### src/rtl/mem_arbiter.sv
// Two-port (instruction fetch / data) arbiter in front of a single-port registered memory.
// Requests are accepted in IDLE only; each transfer runs IDLE -> ACCESS -> RESP.
module mem_arbiter #(
    parameter int unsigned WIDTH       = 32,
    parameter int unsigned ADDRSIZE    = 12,
    parameter int unsigned INIT_CYCLES = 2
) (
    input  logic                clk,
    input  logic                reset_n,
    input  logic                i_valid,
    input  logic [ADDRSIZE-1:0] i_addr,
    output logic                i_ready,
    output logic                i_rvalid,
    output logic [WIDTH-1:0]    i_rdata,
    input  logic                d_valid,
    input  logic                d_wr,
    input  logic [ADDRSIZE-1:0] d_addr,
    input  logic [WIDTH-1:0]    d_wdata,
    output logic                d_ready,
    output logic                d_rvalid,
    output logic [WIDTH-1:0]    d_rdata,
    output logic [ADDRSIZE-1:0] mem_addr,
    output logic [WIDTH-1:0]    mem_din,
    output logic                mem_wr,
    output logic                mem_reset,
    input  logic [WIDTH-1:0]    mem_dout,
    output logic                busy
);

    localparam int unsigned     CNT_W    = 4;
    localparam logic [CNT_W-1:0] CNT_INIT = CNT_W'(INIT_CYCLES - 1);

    localparam logic [1:0] ST_INIT   = 2'd0;
    localparam logic [1:0] ST_IDLE   = 2'd1;
    localparam logic [1:0] ST_ACCESS = 2'd2;
    localparam logic [1:0] ST_RESP   = 2'd3;

    logic [1:0]          state_q,     state_d;
    logic [CNT_W-1:0]    cnt_q,       cnt_d;
    logic                last_gnt_q,  last_gnt_d;   // 1 = port 1 won last
    logic                gnt_q,       gnt_d;        // 1 = port 1 owns current transfer
    logic                wr_q,        wr_d;
    logic [ADDRSIZE-1:0] mem_addr_q,  mem_addr_d;
    logic [WIDTH-1:0]    mem_din_q,   mem_din_d;
    logic                mem_wr_q,    mem_wr_d;
    logic                mem_reset_q, mem_reset_d;
    logic                i_rvalid_q,  i_rvalid_d;
    logic                d_rvalid_q,  d_rvalid_d;
    logic [WIDTH-1:0]    i_rdata_q,   i_rdata_d;
    logic [WIDTH-1:0]    d_rdata_q,   d_rdata_d;
    logic                busy_q,      busy_d;

    logic grant_i_c;
    logic grant_d_c;
    logic idle_c;

    // Alternate on contention: the port that did not win last time goes first.
    assign grant_i_c = i_valid && (!d_valid || last_gnt_q);
    assign grant_d_c = d_valid && (!i_valid || !last_gnt_q);
    assign idle_c    = (state_q == ST_IDLE);

    assign i_ready   = idle_c && grant_i_c;
    assign d_ready   = idle_c && grant_d_c;

    assign mem_addr  = mem_addr_q;
    assign mem_din   = mem_din_q;
    assign mem_wr    = mem_wr_q;
    assign mem_reset = mem_reset_q;
    assign i_rvalid  = i_rvalid_q;
    assign d_rvalid  = d_rvalid_q;
    assign i_rdata   = i_rdata_q;
    assign d_rdata   = d_rdata_q;
    assign busy      = busy_q;

    always_comb begin
        state_d     = state_q;
        cnt_d       = cnt_q;
        last_gnt_d  = last_gnt_q;
        gnt_d       = gnt_q;
        wr_d        = wr_q;
        mem_addr_d  = mem_addr_q;
        mem_din_d   = mem_din_q;
        mem_wr_d    = mem_wr_q;
        mem_reset_d = 1'b0;
        i_rvalid_d  = 1'b0;
        d_rvalid_d  = 1'b0;
        i_rdata_d   = i_rdata_q;
        d_rdata_d   = d_rdata_q;

        case (state_q)
            ST_INIT: begin
                mem_wr_d = 1'b0;
                if (cnt_q == '0) begin
                    state_d = ST_IDLE;
                end else begin
                    mem_reset_d = 1'b1;
                    cnt_d       = cnt_q - CNT_W'(1);
                end
            end
            ST_IDLE: begin
                if (i_ready || d_ready) begin
                    state_d    = ST_ACCESS;
                    gnt_d      = d_ready;
                    last_gnt_d = d_ready;
                    wr_d       = d_ready && d_wr;
                    mem_wr_d   = d_ready && d_wr;
                    mem_addr_d = d_ready ? d_addr : i_addr;
                    if (d_ready) begin
                        mem_din_d = d_wdata;
                    end
                end
            end
            ST_ACCESS: begin
                mem_wr_d = 1'b0;
                state_d  = ST_RESP;
            end
            ST_RESP: begin
                state_d = ST_IDLE;
                if (!gnt_q) begin
                    i_rvalid_d = 1'b1;
                    i_rdata_d  = mem_dout;
                end else begin
                    d_rvalid_d = 1'b1;
                    if (!wr_q) begin
                        d_rdata_d = mem_dout;
                    end
                end
            end
            default: begin
                state_d = ST_INIT;
            end
        endcase

        busy_d = (state_d != ST_IDLE);
    end

    always_ff @(posedge clk or negedge reset_n) begin
        if (!reset_n) begin
            state_q     <= ST_INIT;
            cnt_q       <= CNT_INIT;
            last_gnt_q  <= 1'b1;
            gnt_q       <= 1'b0;
            wr_q        <= 1'b0;
            mem_addr_q  <= '0;
            mem_din_q   <= '0;
            mem_wr_q    <= 1'b0;
            mem_reset_q <= 1'b1;
            i_rvalid_q  <= 1'b0;
            d_rvalid_q  <= 1'b0;
            i_rdata_q   <= '0;
            d_rdata_q   <= '0;
            busy_q      <= 1'b1;
        end else begin
            state_q     <= state_d;
            cnt_q       <= cnt_d;
            last_gnt_q  <= last_gnt_d;
            gnt_q       <= gnt_d;
            wr_q        <= wr_d;
            mem_addr_q  <= mem_addr_d;
            mem_din_q   <= mem_din_d;
            mem_wr_q    <= mem_wr_d;
            mem_reset_q <= mem_reset_d;
            i_rvalid_q  <= i_rvalid_d;
            d_rvalid_q  <= d_rvalid_d;
            i_rdata_q   <= i_rdata_d;
            d_rdata_q   <= d_rdata_d;
            busy_q      <= busy_d;
        end
    end

endmodule
### config.mk
export PLATFORM = sky130hd
export DESIGN_NAME = mem_arbiter
export DESIGN_NICKNAME = d
export VERILOG_FILES = /design/src/rtl/mem_arbiter.sv
export SDC_FILE = /design/constraint.sdc
export NUM_CORES = 1
export LEC_CHECK = 0
export CAP_MARGIN = 20
export CORE_UTILIZATION = 38
export DETAILED_ROUTE_END_ITERATION = 16
export PLACE_DENSITY = 0.75
export SLEW_MARGIN = 20
export SYNTH_ARGS = -nofsm -noshare
export SYNTH_HDL_FRONTEND = slang
export SYNTH_SLANG_ARGS = --single-unit
### constraint.sdc
create_clock -name clk -period 1.6 [get_ports clk]
set_input_delay 0.16 -clock clk [delete_from_list [all_inputs] [get_ports clk]]
set_output_delay 0.16 -clock clk [all_outputs]
set_load 0.02 [all_outputs]
* Word-level counts from Yosys, hierarchy flattened
Index checks and enable logic that the tools add are counted.
** Cells by class
- Add/sub/neg operators :: 1
- Equality and inequality tests :: 5
- Mux-type cells :: 12
- Bitwise logic cells :: 3
- Reduce and logical (&&, ||, !) cells :: 21
** Operator list (count)
- $mux W12 :: 1
- $pmux W2 S4 :: 1
- $reduce_and A2 Y1 :: 4
- $mux W1 :: 7
- $reduce_and A3 Y1 :: 2
- $logic_and A1 B1 Y1 :: 5
- $eq A2 B2 Y1 const B :: 2
- $logic_not A4 Y1 :: 1
- $mux W2 :: 2
- $ne A2 B1 Y1 const B :: 2
- $sub A4 B1 Y4 const B :: 1
- $logic_not A1 Y1 :: 3
- $logic_or A1 B1 Y1 :: 3
- $not A1 Y1 :: 3
- $eq A2 B1 Y1 const B :: 1
- $logic_not A2 Y1 :: 1
- $pmux W1 S2 :: 1
- $reduce_bool A2 Y1 :: 1
- $reduce_or A2 Y1 :: 1
** Storage, ports and cells
- Bits in registers :: 122
- Word-level logic and storage cells :: 56

* Longest topological paths before layout
Gate-level depths: netlist of run 1.
- Depth in word-level cells :: 8
- Depth in mapped cells :: 6

* Worst setup path after synthesis of run 1
OpenSTA, ideal clock, no wires.
- Path kind :: reg-to-reg
- Start point :: register last_gnt_q
- End point :: register mem_din_q[25] (netlist: mem_din[25])
- Setup time :: 0.125 ns
- Arrival time :: 1.407 ns
- Required time :: 1.475 ns
- Slack :: 0.068 ns
- Stages on the path, launching flop included :: 7
- Buffers on the path :: 2
- Path through :: dfstp_2 -> clkbuf_1 -> nand2_1 -> nand2_4 -> inv_6 -> buf_6 -> mux2_4
** On the way
- Cells in the longest elaborated chain, start to end :: 6
** Ends and longest elaborated chain
- start: declaration :: RTL line 40 : logic last_gnt_q, last_gnt_d;
- start signal: assignment :: RTL line 156 : last_gnt_q <= last_gnt_d;
- $logic_not A1 Y1 * :: RTL line 59 : assign grant_d_c = d_valid && (!i_valid || !last_gnt_q);
- $logic_or A1 B1 Y1 * :: RTL line 59
- $logic_and A1 B1 Y1 * :: RTL line 59
- $logic_and A1 B1 Y1 * :: RTL line 63 : assign d_ready = idle_c && grant_d_c;
- net d_ready :: RTL line 19 : output logic d_ready,
- $logic_or A1 B1 Y1 :: RTL line 101 : if (i_ready || d_ready) begin
- $reduce_and A3 Y1 (no line) *
- end signal: assignment :: RTL line 160 : mem_din_q <= mem_din_d;
- end: declaration :: RTL line 44 : logic [WIDTH-1:0] mem_din_q, mem_din_d;
Mark *: on every way through the listed nets, which the timed path passes. The rest lies on a longest branch.
A chain may end at the register's enable or synchronous reset.

* Final worst setup path of run 1
- Start point :: register mem_din_q[8] (netlist: mem_din[8])
- End point :: output port mem_din[8]
** RTL lines
- end: declaration :: RTL line 23 : output logic [WIDTH-1:0] mem_din,
No word-level cell between the ends.

==> results.md, run 1 <==
- Main synth FF type: dfrtp_1
- Clock power frac: 21.1%
- Crit end category: primary output
- Adder-Cell Fraction of Synth Area: 0.246%
- Mux share of post-synthesis cell area: 25.5%
- Mapped cell area: 5090 um^2
- Arrival time at the worst endpoint: 1.39 ns
- Async SR Flop Fraction: 100%
- Crit path cell chain: clkdlybuf4s50_1
- Metal3 WL: 835 um
- Detailed-route via count: 3594
- Proportion of layout cells with a drive suffix above 1: 28.7%
- Layout area overhead: 59.0%
- Pwr/cell area: 2240 nW/um^2
- Cell variety after synth: 36
- Synth Area in Simple Gates: 1.99%
- Internal power: 12.0 mW
- DRT Wirelength: 12400 um
- Worst Path Buf+Inv: 1
- Final setup skew: 0.00693 ns
- Top layer in use: met4
- Pin count of the biggest net entering global routing: 62
- Starting Density: 39.7%
- Latest clock arrival within the worst-skew pair: 0.41 ns
- Initial antenna violation count: 0
- Synth Area in XOR/XNOR: 0.344%
- NumNets Final: 648
- Avg Cell Area, Syn: 15.6 um^2
- TritonCTS clock tree: built
- Worst Setup Start Kind: flop
- Synthesized net count: 420
- CTS Buf Count: 17
- Number of synthesized flops with an enable pin: 0
- RSZ-0062 raised after global routing: yes
- Vias in the first global route: 3906
- Synth Warn #: 0
- CTS Buffer Depth: 2
- IO Port Bufs: 207
- Antenna viol nets, final: 0
- Gate power share: 48.7%
- CTS Root Cell: clkbuf_16
- GP Congestion: 0.746
- Sink Count: 122
- N_diodes: 0
- Drt wl/cell: 16.7 um
- NetSw: 6.19 mW
- Clock-pin slew of the registers on the worst-case setup and hold paths: 0.06 ns
- Outcome: finished, final reports clean
- Max FO, Critical Path: 2
- Wire length of the first global-routing pass: 20400 um
- Vias/cell: 4.86
- CP delay by family, top: buffers and inverters
- Die width: 118 um
- Critical path class: flop to primary output
- Synthesized flop and latch total: 122
- Worst vdd ir: 1.10 mV
- Achievable frequency: 643 MHz
- H-tree levels: 4
- Least-Margin Pin Slew: 0.737 ns
- DRT iter0 DRCs: 178
- Met2 wirelength from detailed routing: 6030 um
- Count of pins over their slew limit: 0
- Slew headroom: 50.7%
- Drt pass-1 iters: 4
- DRC Markers: 0
- # setup viols final: 0
- Core area: 12800 um^2
- Sw Ratio: 34.1%
- Area fraction in compound gates after synthesis: 6.61%
- Hold Path Class: input port to asynchronous set/reset pin
- Critical Path Slowest Stage Cell: clkdlybuf4s50_1
- Die height: 118 um
- Reg power frac: 30.2%
- Overall routing resource usage: 19.1%
- Synth Instances: 326
- Period utilization: 97.1%
- Cell Rows: 41
- WP data required: 1.44 ns
- Die area: 13900 um^2
- Dpl hpwl: 8810 um
- GRT overflow: 0
- Final min period: 1.55 ns
- Fin util: 63.2%
- Hold Violations, Final: 0
- Met1 WL: 5390 um
- Pleak: 3.79 nW
- CP peak stage delay: 0.61 ns
- Largest family of logic cells by synthesized area: multiplexers
- Register area share after synthesis: 60.0%
- I/O pin count: 208
- Max-cap violations: 0
- Total power: 18.2 mW
cells in the mapped netlist (2+ instances only):
cell type  instances  area share, %
clkbuf_1           6           0.44
o2111ai_1         12            2.1
nor2_1             3           0.22
o21ai_0           14            1.4
buf_6              3           0.66
inv_1             20            1.5
mux2_2            40            8.8
dfrtp_1          118             58
nand2_1            2           0.15
buf_2              6           0.59
buf_8              2           0.59
dfstp_2            4            2.1
o31ai_1            2           0.29
o211ai_1          14            2.1
xnor2_1            2           0.34
buf_12             3            1.2
mux2_4            56             17
layer usage:
metal | GRT usage, % | vias to the layer above
met5 | 0 | -
met4 | 6.65 | 0
met3 | 7.41 | 10
met2 | 30.6 | 165
met1 | 23.4 | 1794
li1 | - | 1625
placed cells by master, fill, tap and decap left out, drive strengths merged, types with 2 or more instances in the layout:
cell	Yosys	final
buf	15	25
bufinv	0	2
clkbuf	6	20
clkdlybuf4s50	0	177
clkinv	0	4
clkinvlp	0	4
dfrtp	118	118
dfstp	4	4
dlygate4sd2	0	5
dlymetal6s2s	0	22
inv	21	23
mux2	96	96
nand2	3	3
nand2b	2	2
nor2	3	3
o2111ai	12	12
o211ai	14	14
o21ai	14	14
o31ai	2	2
xnor2	2	2
timing repair:
action | 4_1_cts | 5_1_grt
gates resized for setup | 14 | 28
hold buffers | 1 | 0
cloned | 0 | 0
endpoints found under the setup margin | 7 | 27
hold endpoints to repair | 118 | 0
setup buffers | 0 | 2
state kept, by name (all words and copies together), names as in the netlist, 2 cells and up:
name	flops
cnt_q	4
mem_din	32
i_rdata	32
state_q	2
mem_addr	12
d_rdata	32
power by group through the flow:
| stage | registers, mW | logic (mW) | clock network, mW |
|---|---|---|---|
| CTS | 5.51 | 8.92 | 3.92 |
| floorplan | 7.18 | 3.33 | 0 |
| finish | 5.49 | 8.84 | 3.83 |
| detailed placement | 5.51 | 8.94 | 0 |
| global route | 5.68 | 9.29 | 4.09 |
| global placement | 5.46 | 8.78 | 0 |
metrics by stage:
stage                     TNS (ns)  cell area, um^2  hold slack [ns]  setup slack (ns)  cells
after CTS                        0             8010            0.128          0.000829    737
after detailed placement     -6.88             7410           0.0193            -0.218    704
after floorplan                  0             5090           -0.136            0.0679    326
after global placement       -5.04             7410           0.0171            -0.223    704
after global routing       -0.0254             8100            0.142           -0.0249    739
final                            0             8100            0.138            0.0458    739
worst paths after layout:
kind	start	cells past startpoint	slack [ns]	endpoint
max in group asynchronous	reset_n	3	0.89	mem_din[19]
hold / removal	reset_n	2	0.14	d_rdata[3]
setup reg to reg	state_q[1]	5	0.06	mem_din[0]
setup / recovery	mem_din[8]	1	0.05	mem_din[8]
min in group clk	d_addr[5]	3	0.32	mem_addr[5]
hold reg to reg	gnt_q	1	0.50	gnt_q
kinds of logic (layout without fill, tap and decap cells):
group | count (synthesis) | after routing
AO/OA/AOI/OAI | 47 | 47
XOR/XNOR | 2 | 2
adder cells (fa/ha/maj) | 1 | 1
buffers and inverters | 42 | 283
flip-flops | 122 | 122
multiplexers | 97 | 97
AND/OR/NAND/NOR | 15 | 15
final cells by class:
type | instances | area [um^2]
clock buffers | 20 | 467
multi-input cells | 162 | 1770
inverters | 21 | 83.8
clock inverters | 12 | 139
repair buffers | 230 | 2360
well taps | 172 | 215
fillers | 952 | 4730
flip-flops and latches | 122 | 3060
Note: power is estimated with default switching activity, not from simulation.
==> inputs of run 2 (changes only) <==
Settings changed: GPL_ROUTABILITY_DRIVEN from default to 0.
==> results of run 2 <==
The final DEF is identical to that of run 1; final timing and power are the same.
